===== config.mk =====
export PLATFORM = sky130hd
export DESIGN_NAME = reg_writeback
export DESIGN_NICKNAME = d
export VERILOG_FILES = /design/src/rtl/regfile_pkg.sv /design/src/rtl/wb_fifo.sv /design/src/rtl/reg_writeback.sv
export SDC_FILE = /design/constraint.sdc
export NUM_CORES = 1
export LEC_CHECK = 0
export ABC_AREA = 1
export BUFFER_PORTS_ARGS = -buffer_cell sky130_fd_sc_hd__buf_2
export CAP_MARGIN = 10
export CELL_PAD_IN_SITES_DETAIL_PLACEMENT = 0
export CELL_PAD_IN_SITES_GLOBAL_PLACEMENT = 2
export CORE_UTILIZATION = 35
export CTS_BUF_LIST = sky130_fd_sc_hd__clkbuf_4
export DETAILED_ROUTE_END_ITERATION = 7
export GPL_ROUTABILITY_DRIVEN = 0
export GPL_TIMING_DRIVEN = 0
export PLACE_DENSITY_LB_ADDON = 0.1
export SLEW_MARGIN = 5
export SYNTH_ARGS = -nofsm -noshare
export SYNTH_HDL_FRONTEND = slang
export SYNTH_HIERARCHICAL = 1
export SYNTH_SLANG_ARGS = --single-unit

===== constraint.sdc =====
create_clock -name clk -period 3 [get_ports clk]
set_input_delay 0.15 -clock clk [delete_from_list [all_inputs] [get_ports clk]]
set_output_delay 0.15 -clock clk [all_outputs]
set_load 0.01 [all_outputs]

===== src/rtl/regfile_pkg.sv =====
`default_nettype none
// +--------------------------------------------------------------------+
// | regfile_pkg : shared constants and write-request type for writeback |
// | Revision    : 1.0                                                   |
// +--------------------------------------------------------------------+
package regfile_pkg;
  localparam int REG_ZERO   = 31;
  localparam int NUM_REGS   = 32;
  localparam int REG_ADDR_W = 5;
  // Widest data path a write request can carry; DATA_W of any user must not exceed it.
  localparam int WB_DATA_W  = 64;

  typedef struct packed {
    logic [REG_ADDR_W-1:0] rd;
    logic [WB_DATA_W-1:0]  data;
  } wb_req_t;
endpackage
`default_nettype wire


===== src/rtl/wb_fifo.sv =====
`default_nettype none
// +--------------------------------------------------------------------+
// | wb_fifo  : MEM_DEPTH-entry FIFO of register write requests          |
// | Revision : 1.0                                                      |
// +--------------------------------------------------------------------+
module wb_fifo
  import regfile_pkg::*;
#(
  parameter int DATA_W    = 64,
  parameter int MEM_DEPTH = 2
) (
  input  logic    clk,
  input  logic    rst,
  input  logic    push,
  input  wb_req_t push_req,
  input  logic    pop,
  output wb_req_t head,
  output logic    full,
  output logic    empty
);
  localparam int PTR_W = $clog2(MEM_DEPTH);

  if (DATA_W > WB_DATA_W || DATA_W < 1) begin : g_width_check
    $error("wb_fifo: DATA_W out of range");
  end
  if (MEM_DEPTH < 2 || (MEM_DEPTH & (MEM_DEPTH - 1)) != 0) begin : g_depth_check
    $error("wb_fifo: MEM_DEPTH must be a power of two >= 2");
  end

  wb_req_t          mem_q [MEM_DEPTH];
  wb_req_t          mem_d [MEM_DEPTH];
  logic [PTR_W:0]   wr_ptr_q, wr_ptr_d;
  logic [PTR_W:0]   rd_ptr_q, rd_ptr_d;
  logic             do_push, do_pop;

  // The extra top pointer bit tells a full FIFO from an empty one.
  assign empty = (wr_ptr_q == rd_ptr_q);
  assign full  = (wr_ptr_q[PTR_W] != rd_ptr_q[PTR_W]) &&
                 (wr_ptr_q[PTR_W-1:0] == rd_ptr_q[PTR_W-1:0]);
  assign head  = mem_q[rd_ptr_q[PTR_W-1:0]];

  always_comb begin
    mem_d    = mem_q;
    wr_ptr_d = wr_ptr_q;
    rd_ptr_d = rd_ptr_q;
    do_pop   = pop && !empty;
    do_push  = push && (!full || do_pop);
    if (do_push) begin
      mem_d[wr_ptr_q[PTR_W-1:0]] = push_req;
      wr_ptr_d = wr_ptr_q + (PTR_W+1)'(1);
    end
    if (do_pop) begin
      rd_ptr_d = rd_ptr_q + (PTR_W+1)'(1);
    end
  end

  always_ff @(posedge clk or negedge rst) begin
    if (!rst) begin
      wr_ptr_q <= '0;
      rd_ptr_q <= '0;
      for (int i = 0; i < MEM_DEPTH; i++) begin
        mem_q[i] <= '0;
      end
    end else begin
      wr_ptr_q <= wr_ptr_d;
      rd_ptr_q <= rd_ptr_d;
      mem_q    <= mem_d;
    end
  end
endmodule
`default_nettype wire


===== src/rtl/reg_writeback.sv =====
`default_nettype none
// +--------------------------------------------------------------------+
// | reg_writeback : ALU/memory write arbitration, scoreboard, RF port   |
// | Revision      : 1.0                                                 |
// +--------------------------------------------------------------------+
module reg_writeback
  import regfile_pkg::*;
#(
  parameter int DATA_W    = 64,
  parameter int MEM_DEPTH = 2
) (
  input  logic                  clk,
  input  logic                  rst,
  input  logic                  issue_valid,
  input  logic [4:0]            issue_rd,
  output logic                  issue_ready,
  input  logic                  alu_valid,
  output logic                  alu_ready,
  input  logic [4:0]            alu_rd,
  input  logic [DATA_W-1:0]     alu_data,
  input  logic                  mem_valid,
  output logic                  mem_ready,
  input  logic [4:0]            mem_rd,
  input  logic [DATA_W-1:0]     mem_data,
  output logic [4:0]            WriteRegister,
  output logic [DATA_W-1:0]     WriteData,
  output logic                  RegWrite,
  input  logic [4:0]            ReadRegister1,
  input  logic [4:0]            ReadRegister2,
  output logic                  hazard1,
  output logic                  hazard2,
  output logic [NUM_REGS-1:0]   busy
);
  localparam logic [REG_ADDR_W-1:0] ZERO_ADDR = REG_ADDR_W'(REG_ZERO);

  logic [NUM_REGS-1:0]   busy_q, busy_d;
  logic                  reg_write_q, reg_write_d;
  logic [REG_ADDR_W-1:0] write_register_q, write_register_d;
  logic [DATA_W-1:0]     write_data_q, write_data_d;

  logic    fifo_full, fifo_empty, fifo_push, fifo_pop;
  wb_req_t fifo_head, mem_req, win_req;
  logic    win_valid, issue_set;

  assign mem_ready = !fifo_full;
  assign fifo_push = mem_valid && mem_ready;
  assign mem_req   = '{rd: mem_rd, data: WB_DATA_W'(mem_data)};

  wb_fifo #(
    .DATA_W    (DATA_W),
    .MEM_DEPTH (MEM_DEPTH)
  ) u_fifo (
    .clk      (clk),
    .rst      (rst),
    .push     (fifo_push),
    .push_req (mem_req),
    .pop      (fifo_pop),
    .head     (fifo_head),
    .full     (fifo_full),
    .empty    (fifo_empty)
  );

  // A full FIFO pre-empts the ALU so memory results can never starve.
  always_comb begin
    alu_ready = 1'b1;
    fifo_pop  = 1'b0;
    win_valid = 1'b0;
    win_req   = fifo_head;
    if (fifo_full && !fifo_empty) begin
      alu_ready = 1'b0;
      fifo_pop  = 1'b1;
      win_valid = 1'b1;
    end else if (alu_valid) begin
      win_valid = 1'b1;
      win_req   = '{rd: alu_rd, data: WB_DATA_W'(alu_data)};
    end else if (!fifo_empty) begin
      fifo_pop  = 1'b1;
      win_valid = 1'b1;
    end
  end

  assign issue_ready = !(issue_valid && issue_rd != ZERO_ADDR && busy_q[issue_rd]);
  assign issue_set   = issue_valid && issue_ready && issue_rd != ZERO_ADDR;

  always_comb begin
    busy_d = busy_q;
    if (reg_write_q) begin
      busy_d[write_register_q] = 1'b0;
    end
    if (issue_set) begin
      busy_d[issue_rd] = 1'b1;
    end
    busy_d[REG_ZERO] = 1'b0;

    reg_write_d      = win_valid && (win_req.rd != ZERO_ADDR);
    write_register_d = reg_write_d ? win_req.rd : write_register_q;
    write_data_d     = reg_write_d ? win_req.data[DATA_W-1:0] : write_data_q;
  end

  always_ff @(posedge clk or negedge rst) begin
    if (!rst) begin
      busy_q           <= '0;
      reg_write_q      <= 1'b0;
      write_register_q <= '0;
      write_data_q     <= '0;
    end else begin
      busy_q           <= busy_d;
      reg_write_q      <= reg_write_d;
      write_register_q <= write_register_d;
      write_data_q     <= write_data_d;
    end
  end

  assign busy          = busy_q;
  assign RegWrite      = reg_write_q;
  assign WriteRegister = write_register_q;
  assign WriteData     = write_data_q;

  // The register being written this cycle is not yet visible in the register file.
  assign hazard1 = busy_q[ReadRegister1] ||
                   (reg_write_q && write_register_q == ReadRegister1 && ReadRegister1 != ZERO_ADDR);
  assign hazard2 = busy_q[ReadRegister2] ||
                   (reg_write_q && write_register_q == ReadRegister2 && ReadRegister2 != ZERO_ADDR);
endmodule
`default_nettype wire

==> reports/results.txt, run 1 <==
STA classifies the critical path startpoint as a flip-flop. The analysis attributes to cell leakage a power of 9.23 nW. The tools report the final net count as 2368. Detailed routing inserted a total of 13800 vias. Combinational cells account for 50.3% of the total power. Relative to the synthesized area, the layout overhead comes to 32.7%. The sum of negative setup slack came out at 0 ps. For this design the ratio of total power to cell area is 1030 mW/mm^2.

Across the run, the number of max-cap violations was 0. TritonCTS built the clock tree. Count of routing violations after the opening detailed-route iteration: 897.

Number of antenna violations at the first check in global routing: 5. For the cell area after synthesis, the log shows 0.0132 mm^2. The path class of the tightest hold or removal check is in2reg.

The logs give 0 for the DRC violation count after routing and 41.5% for the worst slew margin relative to its limit. For the number of hold violations in the final report, the log shows 0. The flow ran to the end, and the final reports show no timing, DRC or antenna violations. The number of global-route vias before repair was 13900. The post-route fraction of the period consumed by the critical path is 89.3%. The minimum hold slack is 123 ps.

At the pin with the least slew margin, the transition time is 877 ps. In this run the biggest area consumer among cell types represents 46.2% of the synthesized area. For the die footprint, the log shows 0.0384 mm^2. The number of nets handed over by synthesis was 1876. Data on the critical path arrives at its endpoint at 3290 ps. After detailed routing, the number of vias per cell comes to 5.08.

In this design, the stage delay of the slowest critical-path cell is 350 ps. The starting density of the core is 35.8%. The most frequent cell after synthesis was sky130_fd_sc_hd__nand2_1. Global router's overall resource usage: 27.0%.

Summing internal, switching and leakage power gives 18.1 mW. The total area inside the core boundary comes to 0.0368 mm^2. The clock net in this run drives a total of 243 sinks.

Sorting the synthesized cells by how often they occur yields sky130_fd_sc_hd__nand2_1, sky130_fd_sc_hd__dfrtp_1, sky130_fd_sc_hd__nand4_1, sky130_fd_sc_hd__nand3_1, sky130_fd_sc_hd__mux2_2. The switching part of the total came out at 46.3%. Of all nets on the critical path, the largest fanout is 10.

The final setup violation count is 0. Counting distinct cell types in the post-synthesis netlist gives 34. Dividing the synthesized area by the synthesized cell count gives 7.67 um^2. Summed over all layers, the routed wires come to 51200 um. The share of post-route cells with drive strength above 1 is 23.1%, and the part of the Yosys area used for sequential elements is 46.2%. The first global-routing pass estimated 79600 um of wire. The critical path goes through buf_2 -> nand2_1 -> nand2_2 -> nand2_1 -> inv_1 -> inv_2 -> nand2_4 -> nand2_4 -> nand2_1 -> o21ai_1 -> nor2_1 -> nand3_4 -> nand2_4 -> buf_2 -> nand2_1 -> nand2_1. For the placed wire-length estimate, the log shows 36000 um.

The startpoint identified for the worst hold timing path is issue_rd[1]. The pre-antenna-repair detailed-routing pass consisted of 5 iterations. Among the stages of the critical path, the cell type that occurs most often is sky130_fd_sc_hd__nand2_1. The fraction of the core area covered by cells at the end of the flow is 47.5%, and the worst-case clock buffer depth is 3.

The clock-pin slew on the worst setup and hold paths is 60 ps. The run gives 0 as the max-slew violation count. Broken down by cell family, the worst path's largest delay share belongs to simple AND/OR/NAND/NOR gates. The portion of total power attributed to the clock network is 16.2%. In this run the remaining antenna-violating nets after routing total 0. TritonCTS created 74 clock buffers. The die boundary width is 196 um, and the timing-limited maximum frequency is 0.373 GHz. Cell with the largest stage delay on the worst path: sky130_fd_sc_hd__dfrtp_1.

The largest net degree at the start of global routing is 108. In this run the tool buffered the top-level ports with 261 buffer cells. The analysis attributes to net switching a power of 8.37 mW. Counting flops and latches in the post-synthesis netlist gives 243. Yosys mapped a number of flops with a built-in enable equal to 0.

The share of flip-flops with an asynchronous set or reset came out at 100%. In this run the clock root is driven by a sky130_fd_sc_hd__clkbuf_4. The dominant synthesized flop cell is sky130_fd_sc_hd__dfrtp_1.

The run gives 3610 ps as the critical path required time. The internal power was 9.69 mW. The worst-case IR drop observed on VDD is 0.426 mV. The global-route congestion overflow total is 0. Counting I/O delays and the setup requirement, the final critical path takes 2680 ps. For the I/O pin total, the log shows 265.

The largest area contributor in the netlist was sky130_fd_sc_hd__dfrtp_1. The number of warnings reported in the yosys synthesis log came out at 6. The number of buffers and inverters on the critical path is 4. Between clock sinks in the finished design, the worst skew comes to 47.9 ps. The tools report the register share of total power as 33.4%.

The number of inserted filler cells in the final layout was 3856; the number of placement rows was 70. The category of the most critical setup path is reg2reg. Tracing the worst setup path back leads to its startpoint at u_fifo/wr_ptr_q[0]$_DFFE_PN0P_. The number of levels the H-tree was split into is 3. In this run the critical register-to-register path is launched from u_fifo/wr_ptr_q[0]$_DFFE_PN0P_. Measured along the y axis, the die boundary spans 196 um.

At the later pin of the worst-skew pair, clock insertion delay measures 720 ps. In the final routed layout, each cell accounts on average for 18.9 um. Setup repair after global routing left no endpoint under its margin. Synthesized netlist cell count: 1718. The worst setup path is captured at a flip-flop.

Ranked by total cell area, the synthesized netlist is headed by sky130_fd_sc_hd__dfrtp_1, sky130_fd_sc_hd__nand2_1, sky130_fd_sc_hd__nand4_1.
==> what timing repair did <==
action | CTS | global route
hold endpoints to repair | 483 | 0
buffers inserted | 0 | 0
setup endpoints to repair | 0 | 23
gates resized for setup | 0 | 6
hold buffers | 153 | 0
==> layout by cell type (no fill, tap or decap), types with 2 or more instances in the layout <==
master / instances
sky130_fd_sc_hd__buf_4: 20
sky130_fd_sc_hd__dlygate4sd3_1: 152
sky130_fd_sc_hd__buf_1: 16
sky130_fd_sc_hd__o21ai_0: 45
sky130_fd_sc_hd__nand2_2: 2
sky130_fd_sc_hd__buf_6: 14
sky130_fd_sc_hd__nand3_2: 2
sky130_fd_sc_hd__o22ai_1: 2
sky130_fd_sc_hd__o211ai_1: 17
sky130_fd_sc_hd__clkbuf_4: 100
sky130_fd_sc_hd__buf_16: 3
sky130_fd_sc_hd__a21oi_1: 12
sky130_fd_sc_hd__nand3_1: 117
sky130_fd_sc_hd__nand2_4: 3
sky130_fd_sc_hd__mux2_2: 64
sky130_fd_sc_hd__clkinv_1: 4
sky130_fd_sc_hd__a221oi_1: 2
sky130_fd_sc_hd__dfrtp_1: 243
sky130_fd_sc_hd__o21ai_1: 6
sky130_fd_sc_hd__nor2_1: 37
sky130_fd_sc_hd__buf_2: 292
sky130_fd_sc_hd__nand3b_1: 4
sky130_fd_sc_hd__inv_2: 9
sky130_fd_sc_hd__nand3_4: 2
sky130_fd_sc_hd__clkbuf_2: 2
sky130_fd_sc_hd__nor3_1: 8
sky130_fd_sc_hd__clkbuf_1: 44
sky130_fd_sc_hd__nand2_1: 779
sky130_fd_sc_hd__diode_2: 3
sky130_fd_sc_hd__inv_1: 58
sky130_fd_sc_hd__nand4_1: 171
==> path summary, 6_finish.rpt <==
| kind | slack (ps) | cells after the start | end |
|---|---|---|---|
| hold reg to reg | 460 | 2 | WriteData[26]$_DFFE_PN0P_ |
| setup / recovery | 320 | 16 | WriteData[41]$_DFFE_PN0P_ |
| hold / removal | 120 | 8 | busy[30]$_DFF_PN0_ |
| min in group asynchronous | 590 | 4 | u_fifo/mem_q[50]$_DFFE_PN0P_ |
| max in group asynchronous | 1860 | 4 | busy[29]$_DFF_PN0_ |
| setup reg to reg | 320 | 16 | WriteData[41]$_DFFE_PN0P_ |
==> cell families after synthesis <==
logic type                Yosys count  share of synthesized area [%]
muxes                              64                           5.47
xor gates and xnor gates            2                          0.133
AOI/OAI and AO/OA                  88                           3.81
other                               1                         0.0285
buffers and inverters             192                           7.14
and+or+nand+nor                  1128                           37.2
DFF                               243                           46.2
==> state kept, by name, indices dropped and copies added, names as in the netlist <==
| name | flops |
|---|---|
| u_fifo/rd_ptr_q | 2 |
| WriteData | 64 |
| u_fifo/wr_ptr_q | 2 |
| RegWrite | 1 |
| WriteRegister | 5 |
| u_fifo/mem_q | 138 |
| busy | 31 |
==> worst register-to-register path, stage by stage, from the launching register on <==
cell and delay (ps):
sky130_fd_sc_hd__dfrtp_1 350, sky130_fd_sc_hd__buf_2 270, sky130_fd_sc_hd__nand2_1 160, sky130_fd_sc_hd__nand2_2 120
sky130_fd_sc_hd__nand2_1 100, sky130_fd_sc_hd__inv_1 100, sky130_fd_sc_hd__inv_2 50, sky130_fd_sc_hd__nand2_4 70
sky130_fd_sc_hd__nand2_4 90, sky130_fd_sc_hd__nand2_1 80, sky130_fd_sc_hd__o21ai_1 70, sky130_fd_sc_hd__nor2_1 190
sky130_fd_sc_hd__nand3_4 220, sky130_fd_sc_hd__nand2_4 220, sky130_fd_sc_hd__buf_2 340, sky130_fd_sc_hd__nand2_1 100
sky130_fd_sc_hd__nand2_1 70
==> power groups by stage <==
stage | logic (mW) | registers [mW] | clock network (mW)
3_5_place_dp | 8.88 | 6.07 | 0
6_report | 9.09 | 6.04 | 2.93
4_1_cts | 9.11 | 6.03 | 3.03
5_1_grt | 10.1 | 6.23 | 3.24
2_1_floorplan | 5.45 | 6.04 | 0
3_3_place_gp | 8.77 | 6.05 | 0
==> per-stage QoR <==
step           worst slack, ps  cell area, um^2  cells
2_1_floorplan              916            13200   1718
3_3_place_gp             -2930            15100   2447
3_5_place_dp              88.5            15100   2449
4_1_cts                   58.3            17500   2709
5_1_grt                   42.3            17500   2711
6_report                   321            17500   2712
==> routing by layer <==
layer	wire [um]	track usage (%)	vias to the layer above
met5	30	0	-
met4	1250	9.58	4
met3	2880	4.74	76
met2	24500	44.4	449
met1	22600	35.6	6540
li1	-	-	6715
==> cell type report <==
cell class / instances / area [um^2] / share of cell area (%)
Antenna cell: 3 / 7.51 / 0.0430
Timing Repair Buffer: 416 / 2920 / 16.7
Clock buffer: 100 / 751 / 4.30
Clock inverter: 7 / 26.3 / 0.150
Tap cell: 468 / 586 / 3.35
Multi-Input combinational cell: 1283 / 6160 / 35.3
Sequential cell: 243 / 6080 / 34.8
Buffer: 128 / 703 / 4.02
Inverter: 64 / 240 / 1.37
No activity file was read; power rests on OpenSTA's default activity.
==> run 2, diff against run 1 <==
- REMOVE_ABC_BUFFERS: default -> 1
==> run 2 against run 1 <==
Effect of this change: sequential cell count stayed put; combinational power is 11% higher; count of clock-buffer cells in the layout is 4 higher; clock power is 4% higher; hold slack worse by 70 ps.
==> reports/results.txt, run 2 (same netlist as run 1, synthesis figures left out) <==
The flow ran to the end, and the final reports show no timing, DRC or antenna violations. For the post-detailed-routing wire length, the log shows 54000 um. The tools report the hold path startpoint as alu_valid. For the register share of total power, the log shows 31.5%.

Global routing used 28.0% of the available tracks across all layers. Detailed placement ended at an HPWL of 28200 um. The first global-routing pass estimated 81600 um of wire. The analysis attributes to cell leakage a power of 9.41 nW.

The clock tree synthesis step divided the H-tree into 3 levels. The tools report the final net count as 2295. In the final layout, the multi-input gates occupy 0.00646 mm^2. The clock tree root buffer cell is sky130_fd_sc_hd__clkbuf_4. On the critical path the largest part of the delay comes from buffers and inverters.

The tools report the data arrival at the endpoint of the critical path as 3520 ps. Across the run, the number of max-cap violations was 0. For this design, the slowest cell found on the critical path is sky130_fd_sc_hd__dfrtp_4. The dominant cell type by count on the critical path was sky130_fd_sc_hd__nand2_1.

TritonCTS built the clock tree. The category of the most critical setup path was reg2reg. The number of placement rows is 70.

Global routing finished with a remaining overflow of 0. STA puts the critical path data required time at 3590 ps. The routed design could run at a clock period as short as 2930 ps. In this run the power spent charging and discharging nets is 8.88 mW. The critical path goes through buf_16 -> inv_16 -> nand2_1 -> a21oi_4 -> inv_1 -> a21oi_2 -> inv_1 -> nand3_4 -> buf_16 -> nand3_4 -> bufbuf_16 -> nand2_1 -> nand2_1. The die footprint was 0.0384 mm^2. The number of I/O port buffers was 263.

STA classifies the critical path endpoint as a flip-flop. The average wire per cell in the routed design works out to 20.4 um. The later pin in the worst-skew pair is clocked with a latency of 730 ps.

The part of the power in combinational logic came out at 52.6%. Most common library cell in the layout ignoring fill and taps: sky130_fd_sc_hd__nand2_1. The die boundary width is 196 um, and the delay contributed by the slowest stage of the critical path is 520 ps.

The number of buffers and inverters on the critical path is 6, and the minimum hold slack is 53.6 ps. The number of inserted filler cells in the final layout is 3800, and the minimum setup slack after placement is -2400 ps. Internal power comes to 10.2 mW.

The clock-pin slew on the worst setup and hold paths is 60 ps, and the switching part of the total is 46.5%. For this configuration, the core starts out at a cell density of 35.8%. The register with the most flip-flops in the layout has 138 of them.

The share of post-route cells with drive strength above 1 is 24.3%. The post-layout instance count excluding filler cells is 2643, and the post-route fraction of the period consumed by the critical path is 97.5%. For hold timing, the worst endpoint is u_fifo/rd_ptr_q[0]$_DFFE_PN0P_.

Across all register-to-register paths, the minimum setup slack is 70 ps. The logs give 0 for the max-slew violation count and 3 for the worst-case clock buffer depth. The number of hold violations in the final report was 0; the transition time of the tightest slew-check pin was 1170 ps. For this run, design rule violations remaining after detail routing come to 0. In the final layout, flip-flops and latches occupy 0.00609 mm^2. VDD sags by at most 0.440 mV. The launch point of the worst reg-to-reg path was u_fifo/rd_ptr_q[0]$_DFFE_PN0P_.

For the worst clock skew, the log shows 75.6 ps. Register with the most flip-flops: u_fifo/mem_q. In the post-route analysis, the smallest setup slack over all paths is 74.3 ps. The pre-antenna-repair detailed-routing pass consisted of 5 iterations. The worst setup path is launched from a flip-flop. Based on the critical path, the design can be clocked at up to 0.342 GHz. Number of nets with antenna violations after detailed routing: 0. The tools report the number of global-route vias before repair as 13600. The final route contains 13800 vias.

Per report_power, the clock group accounts for 15.9% of the total. Counting tap cells, the placed design contains a total of 2338 instances. The classification of the worst-slack hold path is in2reg. The logs give 22.3% for the worst slew margin relative to its limit and 0 for the final setup violation count.

The count of cells along the worst register-to-register path works out to 13. The clock drives 243 sinks. The core footprint is 0.0368 mm^2. In the layout the commonest cells are sky130_fd_sc_hd__nand2_1, sky130_fd_sc_hd__buf_2, sky130_fd_sc_hd__dfrtp_1, sky130_fd_sc_hd__nand4_1, sky130_fd_sc_hd__dlygate4sd3_1. The total power divided by cell area is 1070 mW/mm^2. The vertical die dimension was 196 um.

The growth of design area from synthesis to finish works out to 36.0%. The highest net fanout along the worst path is 32, and the I/O pin total is 265. Entering global routing, the biggest net connects 107 pins.

Depth of the worst hold-timing path: 4. In the routed layout, each cell is associated on average with a via count of 5.23. After the first detailed-routing iteration, the DRC count stood at 909. The sum of negative setup slack was 0 ps; the CTS buffer count was 74. The number of antenna violations at the first check in global routing was 2. In this run the critical register-to-register path is captured at u_fifo/mem_q[12]$_DFFE_PN0P_.
[run 2: cell types whose count changed in the layout (fill, tap and decap cells not counted), sizes merged]
cell	delta
buf	-43
diode	-1
bufbuf	+5
dlygate4sd3	-6
clkinvlp	+2
clkbuf	-39
nand2	+9
nand3	+3
inv	+1
[run 2: power groups by stage]
stage / registers [mW] / logic [mW] / clock network (mW)
after floorplan: 6.23 / 4.71 / 0
after global placement: 6.35 / 7.56 / 0
after detailed placement: 6.12 / 8.44 / 0
after CTS: 5.99 / 9.79 / 3.16
after global routing: 6.21 / 11.0 / 3.33
final: 6.01 / 10.1 / 3.04
[run 2: cell type report]
type                            instances  share of cell area (%)
Tap cell                              468                    3.27
Timing Repair inverter                  2                  0.0978
Clock buffer                          104                    4.36
Clock inverter                          8                   0.210
Multi-Input combinational cell       1295                    36.1
Antenna cell                            2                  0.0279
Sequential cell                       243                    34.0
Inverter                               64                    1.52
Timing Repair Buffer                  457                    20.4
[run 2: worst reg2reg max path, delay by kind of cell (launching register included)]
kind | cells | cell delay (ps)
AND/OR/NAND/NOR | 5 | 630
flip-flops | 1 | 520
buffers and inverters | 6 | 1210
AO/OA/AOI/OAI | 2 | 440
[run 2: how the worst max path moves through the flow]
| stage | start | end | slack, ps | cells after the start |
|---|---|---|---|---|
| after floorplan | u_fifo/wr_ptr_q[0]$_DFFE_PN0P_ | u_fifo/mem_q[0]$_DFFE_PN0P_ | -6270 | 7 |
| after CTS | u_fifo/rd_ptr_q[0]$_DFFE_PN0P_ | WriteRegister[2]$_DFFE_PN0P_ | -40 | 17 |
| after global routing | u_fifo/rd_ptr_q[0]$_DFFE_PN0P_ | WriteData[19]$_DFFE_PN0P_ | -50 | 17 |
| after detailed placement | u_fifo/wr_ptr_q[0]$_DFFE_PN0P_ | WriteData[3]$_DFFE_PN0P_ | -2400 | 13 |
| final | u_fifo/rd_ptr_q[0]$_DFFE_PN0P_ | u_fifo/mem_q[12]$_DFFE_PN0P_ | 70 | 13 |
| after global placement | u_fifo/wr_ptr_q[0]$_DFFE_PN0P_ | u_fifo/mem_q[137]$_DFFE_PN0P_ | -13950 | 7 |
[run 2: through the flow]
stage,utilization (%),area (um^2),power [mW]
2_1_floorplan,-,12500,10.9
3_3_place_gp,39.1,14400,13.9
3_5_place_dp,40.4,14800,14.6
4_1_cts,48.1,17700,18.9
5_1_grt,48.7,17900,20.6
6_report,48.7,17900,19.1
[run 2: what timing repair did]
item                       CTS  global route
hold endpoints to repair   470             0
cloned                      19             3
setup buffers                8            14
gates resized for setup     31             2
pin swaps                    7             6
hold buffers               147             0
setup endpoints to repair  213           116
[run 2: layer usage]
metal	track usage (%)	part of all wire [%]	routed length, um	vias up
li1	-	-	-	6589
met4	9.81	2.2	1200	2
met2	45.7	47	25500	441
met1	37.6	45	24300	6700
met5	0	0.024	13	-
met3	4.54	5.6	3040	81
==> run 3, diff against run 2 <==
- CORE_UTILIZATION: 35 -> 29
- clock period: 3 -> 2.6 ns (I/O delays scaled with it)
==> run 3 against run 2 <==
Effect of this change: clock skew is 41 ps lower; global-route usage fell by 3.0 points; count of clock-buffer cells in the layout rose by 5; combinational power up 24%; setup slack worse by 22 ps; clock power up 22%; non-clock buffer count up 26; via count up 0.69%; cell count up 6.3%; critical path type unchanged; largest power group unchanged.
==> reports/results.txt, run 3 (same netlist as run 1, synthesis figures left out) <==
The run finished with clean final reports. Sum of negative setup slack: 0 ps. The clock reaches the later pin of the worst-skew pair after 750 ps.

The growth of design area from synthesis to finish was 41.1%; the placed wire-length estimate was 30900 um. The average wire per cell in the routed design was 21.1 um. At the worst endpoint, the required time is 3220 ps. The post-detailed-routing wire length was 59200 um. Once layout is complete, the utilization of the core stands at 41.8%.

Clock-pin slew on the worst setup and hold paths: 70 ps. The region available for standard cell placement spans 0.0445 mm^2. The signal on the critical path passes through buf_16 -> buf_4 -> nand2_4 -> a21oi_4 -> buf_4 -> nand2_8 -> nand2_8 -> nand2_4 -> o21ai_4 -> nor2_4 -> nand3_4 -> buf_12 -> buf_4 -> buf_6 -> nand3_1 -> nand2_1. After layout, the worst path uses 98.0% of the clock period. After detailed routing, the wire length on met1 is 26700 um. The number of global-route vias before repair came out at 13800. Hold is met by 78.0 ps.

For this run, the total global-route usage over all layers was measured as 25.0%. Setup violations remaining at the end of the flow were counted as 0. Number of clock sinks: 243.

At the pin with the least slew margin, the transition time is 814 ps. The number of buffers and inverters on the critical path was 6. The number of nets with antenna violations after detailed routing is 0. The vertical die dimension is 215 um, and the largest net degree at the start of global routing is 89. u_fifo/mem_q holds more flip-flops than any other register. Input and output buffers added on the ports amount to 263. The total power divided by cell area was 1250 mW/mm^2.

The setup path with the least slack is of type reg2reg. For this run the aggregate overflow at the end of global routing stands at 0. For the I/O pin total, the log shows 265. The die boundary width was 215 um.

The register with the most flip-flops in the layout has 138 of them. The top cell types in the final layout, fill and taps aside, are sky130_fd_sc_hd__nand2_1, sky130_fd_sc_hd__buf_2, sky130_fd_sc_hd__dfrtp_1, sky130_fd_sc_hd__nand4_1, sky130_fd_sc_hd__dlygate4sd3_1. Leaving out fill and tap cells, the most frequent cell in the layout is sky130_fd_sc_hd__nand2_1. The max-slew violation count came out at 0.

The initial utilization of the core area, before any placement, comes to 29.6%. The highest net fanout along the worst path is 8. Cells with a size suffix above 1 make up 26.3% of the layout. After detailed routing, the number of vias per cell comes to 4.95.

The path class of the tightest hold or removal check is in2reg. VDD sags by at most 0.536 mV. The delay contributed by the slowest stage of the critical path is 500 ps.

The run gives 2 as the number of antenna violations at the first check in global routing. STA classifies the critical path endpoint as a flip-flop. Startpoint class of the critical path: a flip-flop. Summed over all nets, wire length on met2 after detailed routing comes to 28500 um.

The worst path in the final design needs a cycle of 2550 ps, including I/O delays and setup. The initialized floorplan defines 77 standard-cell rows. The highest metal layer carrying signal wires in the routed design is met5. The first global-routing pass estimated 87300 um of wire. Clock tree synthesis selected as its root buffer the cell sky130_fd_sc_hd__clkbuf_4. TritonCTS built the clock tree.

The run gives 0 as the number of hold violations in the final report. The CTS buffer count was 77. The H-tree generated during clock tree synthesis spans 3 levels. Data on the critical path arrives at its endpoint at 3170 ps. Summing over every cut layer, the via total after detailed routing is 13900.

Among all stages on the critical path, the largest delay is contributed by sky130_fd_sc_hd__dfrtp_4. The count of cells in the finished layout, fillers not included, comes to 2810. The floorplan step defined a die boundary enclosing 0.0463 mm^2.

For this run, the detailed router's first-pass iteration total came to 5. The run gives 3010 um as the total met3 wirelength after detailed routing. For this block, the initial DRC count from the detailed router was 1027. Across the routed clock network, the largest skew measured is 34.9 ps.

Derived from the worst setup path, the maximum achievable clock frequency is 0.393 GHz. Worst-case clock buffer depth: 3. Broken down by cell family, the worst path's largest delay share belongs to buffers and inverters. After detailed placement, the design holds a cell count of 2461. After detailed routing, the number of remaining DRC violations is 0. The tool flagged a number of max-cap violations equal to 0. Counting stages on the worst path, the most repeated cell is sky130_fd_sc_hd__buf_4. The leakage component of the power was 9.66 nW; the worst slew margin relative to its limit was 45.7%. For this run, the post-layout net count is 2328.
run 3: changes by cell type in the layout (fill, tap and decap cells not counted), sizes merged:
cell         delta
buf            +24
clkinv          +9
clkbuf          +4
bufbuf          +2
nor2            +2
clkinvlp        -1
dlygate4sd3     +1
inv             -1
nand2           +1
nand3           +1
or2             +1
run 3: worst paths after layout:
path / startpoint / to / slack, ps / cells after the start
min: issue_valid / busy[16]$_DFF_PN0_ / 80 / 4
min in group asynchronous: rst / WriteData[63]$_DFFE_PN0P_ / 550 / 3
max in group asynchronous: rst / u_fifo/wr_ptr_q[0]$_DFFE_PN0P_ / 1090 / 4
max: u_fifo/wr_ptr_q[0]$_DFFE_PN0P_ / WriteData[46]$_DFFE_PN0P_ / 50 / 16
max reg2reg: u_fifo/wr_ptr_q[0]$_DFFE_PN0P_ / WriteData[46]$_DFFE_PN0P_ / 50 / 16
min reg2reg: u_fifo/mem_q[61]$_DFFE_PN0P_ / u_fifo/mem_q[61]$_DFFE_PN0P_ / 470 / 2
run 3: worst register-to-register path: stages, from the launching register on:
cell                      delay (ps)
sky130_fd_sc_hd__dfrtp_4         500
sky130_fd_sc_hd__buf_16          160
sky130_fd_sc_hd__buf_4           170
sky130_fd_sc_hd__nand2_4         100
sky130_fd_sc_hd__a21oi_4          60
sky130_fd_sc_hd__buf_4           160
sky130_fd_sc_hd__nand2_8         130
sky130_fd_sc_hd__nand2_8         100
sky130_fd_sc_hd__nand2_4         120
sky130_fd_sc_hd__o21ai_4          70
sky130_fd_sc_hd__nor2_4          170
sky130_fd_sc_hd__nand3_4         110
sky130_fd_sc_hd__buf_12          170
sky130_fd_sc_hd__buf_4           140
sky130_fd_sc_hd__buf_6           140
sky130_fd_sc_hd__nand3_1          80
sky130_fd_sc_hd__nand2_1          70
run 3: timing repair:
| item | 4_1_cts | 5_1_grt |
|---|---|---|
| cloned | 22 | 6 |
| buffers inserted | 27 | 21 |
| setup endpoints to repair | 215 | 210 |
| pin swaps | 14 | 11 |
| hold buffers | 147 | 0 |
| endpoints found under the hold margin | 483 | 0 |
| gates resized for setup | 39 | 38 |
run 3: area by class of cell:
class                           count  area, um^2
Fill cell                        4731       25900
Tap cell                          592         741
Antenna cell                        2        5.00
Sequential cell                   243        6090
Clock inverter                     16        63.8
Multi-Input combinational cell   1300        6650
Inverter                           64         290
Clock buffer                      109         818
Timing Repair inverter              1        8.76
Timing Repair Buffer              483        3920
run 3: per-stage QoR:
step	total power [mW]	setup WS (ps)	cell area, um^2
after detailed placement	17.0	-2780	15000
after global placement	16.0	-15220	14500
after global routing	25.0	-10.0	18600
after floorplan	12.6	-6670	12500
final	23.2	52.6	18600
after CTS	22.9	-8.73	18200
run 3: report_power, final:
part | leakage [nW] | internal [mW] | total [mW] | switching [mW]
sequential | 2.99 | 5.65 | 6.98 | 1.32
clock | 0.533 | 1.90 | 3.70 | 1.80
combinational | 6.14 | 4.81 | 12.5 | 7.74
total | 9.66 | 12.4 | 23.2 | 10.9
run 3: routing by layer:
metal,global-route usage (%),vias up
li1,-,6671
met2,41.6,398
met4,6.95,2
met3,4.03,61
met5,0,-
met1,33.3,6776
